### src/rtl/imem_arbiter.sv
// Round-robin arbiter/sequencer between fetch (port 0) and load/store (port 1) for a shared
// word memory: accept -> ACCESS (memory driven) -> RESP (registered data + per-port strobe).
module imem_arbiter #(
  parameter int DATA_W = 32,
  parameter int DEPTH  = 128,
  parameter int ADDR_W = 7
) (
  input  logic              clk,
  input  logic              rst_n,
  input  logic              req0_valid,
  output logic              req0_ready,
  input  logic [31:0]       req0_addr,
  input  logic              req1_valid,
  output logic              req1_ready,
  input  logic [31:0]       req1_addr,
  input  logic              req1_we,
  input  logic [DATA_W-1:0] req1_wdata,
  output logic              rsp0_valid,
  output logic              rsp1_valid,
  output logic [DATA_W-1:0] rsp_data,
  output logic              rsp_err,
  output logic [ADDR_W-1:0] mem_addr,
  output logic              mem_we,
  output logic [DATA_W-1:0] mem_wdata,
  input  logic [DATA_W-1:0] mem_rdata
);

  typedef enum logic [1:0] {IDLE, ACCESS, RESP} state_t;

  state_t              state_q, state_d;
  logic                last_grant_q, last_grant_d;
  logic                port_q, port_d;
  logic [31:0]         addr_q, addr_d;
  logic                we_q, we_d;
  logic [DATA_W-1:0]   wdata_q, wdata_d;
  logic [DATA_W-1:0]   rsp_data_q, rsp_data_d;
  logic                rsp_err_q, rsp_err_d;

  logic grant0, grant1, in_range;

  // On conflict the port that did not win last time is granted.
  assign grant0   = req0_valid & (~req1_valid | last_grant_q);
  assign grant1   = req1_valid & (~req0_valid | ~last_grant_q);
  assign in_range = (addr_q < 32'(DEPTH));

  assign mem_addr  = addr_q[ADDR_W-1:0];
  assign mem_wdata = wdata_q;
  assign rsp_data  = rsp_data_q;
  assign rsp_err   = rsp_err_q;

  always_comb begin
    state_d      = state_q;
    last_grant_d = last_grant_q;
    port_d       = port_q;
    addr_d       = addr_q;
    we_d         = we_q;
    wdata_d      = wdata_q;
    rsp_data_d   = rsp_data_q;
    rsp_err_d    = rsp_err_q;
    req0_ready   = 1'b0;
    req1_ready   = 1'b0;
    rsp0_valid   = 1'b0;
    rsp1_valid   = 1'b0;
    mem_we       = 1'b0;
    case (state_q)
      IDLE: begin
        // Gated by rst_n so no handshake is signalled while reset is held.
        req0_ready = rst_n & grant0;
        req1_ready = rst_n & grant1;
        if (req0_ready) begin
          port_d       = 1'b0;
          addr_d       = req0_addr;
          we_d         = 1'b0;
          wdata_d      = '0;
          last_grant_d = 1'b0;
          state_d      = ACCESS;
        end else if (req1_ready) begin
          port_d       = 1'b1;
          addr_d       = req1_addr;
          we_d         = req1_we;
          wdata_d      = req1_wdata;
          last_grant_d = 1'b1;
          state_d      = ACCESS;
        end
      end
      ACCESS: begin
        mem_we     = we_q & in_range;
        rsp_data_d = (~we_q & in_range) ? mem_rdata : '0;
        rsp_err_d  = ~in_range;
        state_d    = RESP;
      end
      RESP: begin
        rsp0_valid = ~port_q;
        rsp1_valid = port_q;
        state_d    = IDLE;
      end
      default: state_d = IDLE;
    endcase
  end

  always_ff @(posedge clk or negedge rst_n) begin
    if (!rst_n) begin
      state_q      <= IDLE;
      last_grant_q <= 1'b1;
      port_q       <= 1'b0;
      addr_q       <= '0;
      we_q         <= 1'b0;
      wdata_q      <= '0;
      rsp_data_q   <= '0;
      rsp_err_q    <= 1'b0;
    end else begin
      state_q      <= state_d;
      last_grant_q <= last_grant_d;
      port_q       <= port_d;
      addr_q       <= addr_d;
      we_q         <= we_d;
      wdata_q      <= wdata_d;
      rsp_data_q   <= rsp_data_d;
      rsp_err_q    <= rsp_err_d;
    end
  end

endmodule

### config.mk
export PLATFORM = sky130hd
export DESIGN_NAME = imem_arbiter
export DESIGN_NICKNAME = d
export VERILOG_FILES = /design/src/rtl/imem_arbiter.sv
export SDC_FILE = /design/constraint.sdc
export NUM_CORES = 1
export LEC_CHECK = 0
export CORE_MARGIN = 2
export CORE_UTILIZATION = 34
export DETAILED_ROUTE_END_ITERATION = 8
export PLACE_DENSITY = 0.7
export SYNTH_ARGS = -nofsm -noshare
export SYNTH_HDL_FRONTEND = slang
export SYNTH_SLANG_ARGS = --single-unit
### constraint.sdc
create_clock -name clk -period 2.25 [get_ports clk]
set_input_delay 0.675 -clock clk [delete_from_list [all_inputs] [get_ports clk]]
set_output_delay 0.675 -clock clk [all_outputs]
set_load 0.03 [all_outputs]
==> flow_summary.json <==
{
  "pin_count": 210,
  "slew_headroom_pct": 23.5,
  "synth_top_area_share_pct": 61.5,
  "nets": 660,
  "hold_start": "addr_q[25]$_DFFE_PN0P_",
  "skew_ns": 0.00857,
  "cts.sinks": 102,
  "critPathLaunchType": "flip-flop",
  "setup_viol": 1,
  "worstSetupPathType": "reg -> out",
  "num_antenna_cells": 0,
  "cts-root-buf": "clkbuf_16",
  "synth_top_cell_by_area": "dfrtp_1",
  "drt-initial-drc-count": 167,
  "antenna_left": 0,
  "hold_class": "reg -> reg",
  "slowest_delay_ns": 0.40,
  "power.leakage_nw": 2.91,
  "rr_startpoint": "addr_q[19]$_DFFE_PN0P_",
  "place_inst": 662,
  "htree_levels": 3,
  "tns_ns": -0.145,
  "fmax_mhz": 418,
  "synthCells": 326,
  "synthesis.nets": 459,
  "num-fill-cells": 1011,
  "gp_congestion": 0.753,
  "drv_slew": 0,
  "synth.area.top_cells": "dfrtp_1, a22o_1, mux2i_1, o21ai_0, nand2_1",
  "numCtsBuffers": 9,
  "die_width_um": 114,
  "syn2layout_area_growth_pct": 62.4,
  "run_status": "finished, violations left",
  "hold_viol": 0,
  "grt-ovfl-total": 0,
  "core_area_sq_um": 11900,
  "clockBufferDepth": 2,
  "crit_fanout": 2,
  "vias": 3310,
  "violations": "setup timing",
  "layout_setup_ws_ns": -0.145,
  "grt_pass1_vias": 3475,
  "drcViolationCount": 0,
  "start_util_pct": 34.5,
  "synth_area_per_cell_sq_um": 12.6,
  "die_area_sq_um": 13000,
  "grt_max_degree": 103,
  "hold_buffers": 0,
  "end_kind": "output port",
  "synth_area_sq_um": 4110,
  "preCtsSetupSlack_ns": -0.0323,
  "crit_path_start": "addr_q[19]$_DFFE_PN0P_",
  "hpwl_um": 8070,
  "crit_chain": "nor4_2, nand4_1, nor3_2, and2_4, buf_12",
  "crit_slowest_cell": "dfrtp_1",
  "die_h_um": 114,
  "grt_usage_pct": 17.6,
  "clk_pin_slew_worst_paths_ns": 0.06,
  "wl_per_cell_um": 16.6,
  "cts_tree": "built",
  "vdd_drop_max_mv": 0.383,
  "maxCapViolations": 0,
  "rsz0062_at_grt": "yes",
  "hold_ws_ns": 0.474,
  "ys_warn_count": 0,
  "dr.pass1.iters": 4,
  "p_per_area_nw_per_um2": 787,
  "ys_seq_area_share_pct": 62.1,
  "grt_first_pass_wirelength_um": 17900,
  "required_ns": 1.57,
  "placement_rows": 40,
  "clk_latency_ns": 0.34,
  "synth-seq-cells": 102,
  "tightest_slew_ns": 1.15,
  "period_share_pct": 106,
  "placement.io_buffers": 209,
  "avgViaCountPerCell": 4.87,
  "worstPathArrival_ns": 1.72,
  "layout_min_cycle_time_ns": 2.39,
  "finalNonFillerCells": 679,
  "antenna_found_initial": 0,
  "power_mw": 5.26,
  "drt_wl_total_um": 11300,
  "layout-drive-gt1-share_pct": 7.89,
  "synth_cell_types": 27
}
[metal layers]
| layer | vias up | routed length, um | GRT usage [%] |
|---|---|---|---|
| li1 | 1571 | - | - |
| met1 | 1596 | 4800 | 23.0 |
| met2 | 128 | 5430 | 27.7 |
| met3 | 15 | 832 | 4.99 |
| met4 | 0 | 229 | 6.91 |
| met5 | - | 0 | 0 |
[power breakdown]
| part | internal, mW | leakage [nW] | total [mW] | switching (mW) |
|---|---|---|---|---|
| logic | 0.700 | 1.44 | 1.43 | 0.725 |
| clock network | 0.893 | 0.141 | 1.53 | 0.637 |
| registers | 2.12 | 1.33 | 2.30 | 0.179 |
| total | 3.71 | 2.91 | 5.26 | 1.54 |
[cell usage after synthesis, drive strengths merged]
master	number
and3	2
dfrtp	101
nor2	6
and2	1
nand2b	1
nor3b	2
nand4	1
nand2	34
nor4	6
buf	18
clkbuf	14
and3b	1
a22o	65
mux2i	32
nor4b	1
nor3	1
nand3	1
or3	1
inv	3
or2b	1
o21ai	33
dfstp	1
[sequential cells by signal, indices dropped and copies added, names as in the netlist]
register / count
addr_q: 32
last_grant_q: 1
mem_wdata: 32
port_q: 1
rsp_data: 32
rsp_err: 1
state_q: 2
we_q: 1
[timing repair]
| item | CTS | global route |
|---|---|---|
| hold endpoints to repair | 0 | 0 |
| pin swaps | 4 | 1 |
| setup endpoints to repair | 5 | 3 |
| resized for setup | 6 | 4 |
| buffers inserted | 1 | 0 |
[path summary, 6_finish.rpt]
check / to / slack, ns / cells past startpoint
min: addr_q[25]$_DFFE_PN0P_ / 0.47 / 2
max: mem_we / -0.14 / 5
min reg2reg: addr_q[25]$_DFFE_PN0P_ / 0.47 / 2
min in group asynchronous: port_q$_DFFE_PN0P_ / 0.52 / 3
max reg2reg: rsp_data[25]$_DFFE_PN0P_ / 0.31 / 6
max in group asynchronous: addr_q[10]$_DFFE_PN0P_ / 1.27 / 3
[per-stage QoR]
stage | instance area (sq um) | utilization, %
detailed placement | 6360 | 53.4
finish | 6680 | 56.1
global placement | 6360 | 53.4
CTS | 6670 | 56.0
global route | 6680 | 56.1
floorplan | 4110 | -
[logic make-up (layout without fill, tap and decap cells)]
logic type | count (synthesis) | count (layout) | synth area share [%]
DFF | 102 | 102 | 62.1
AOI/OAI and AO/OA | 98 | 98 | 18.0
muxes | 32 | 32 | 7.79
and+or+nand+nor | 59 | 59 | 7.52
buffers and inverters | 35 | 241 | 4.63
[placed cells by master (no fill, tap or decap), types with 2 or more instances in the layout]
cell             synthesis  final
clkbuf_16                0      9
nor4_1                   3      2
clkdlybuf4s50_1          0    202
clkbuf_1                14      4
buf_4                    7     11
nor2_1                   6      6
inv_1                    3      2
a22o_1                  65     65
dfrtp_1                101    100
buf_12                   0      5
dlygate4sd2_1            0      3
nor4_2                   2      3
mux2i_1                 32     32
nand2_1                 34     34
o21ai_0                 32     32
[worst max-delay path, delay by kind of cell, from the launching register on]
family | cells | cell delay (ns)
flops | 1 | 0.40
simple gates | 4 | 0.87
buf+inv | 1 | 0.11
[area by class of cell]
cell class	count	area (sq um)	area share, %
Sequential cell	102	2550	38.3
Tap cell	147	184	2.75
Clock inverter	2	35.0	0.525
Inverter	3	11.3	0.169
Timing Repair Buffer	222	2240	33.6
Multi-Input combinational cell	189	1400	20.9
Clock buffer	14	254	3.80
Note: power is estimated with default switching activity, not from simulation.
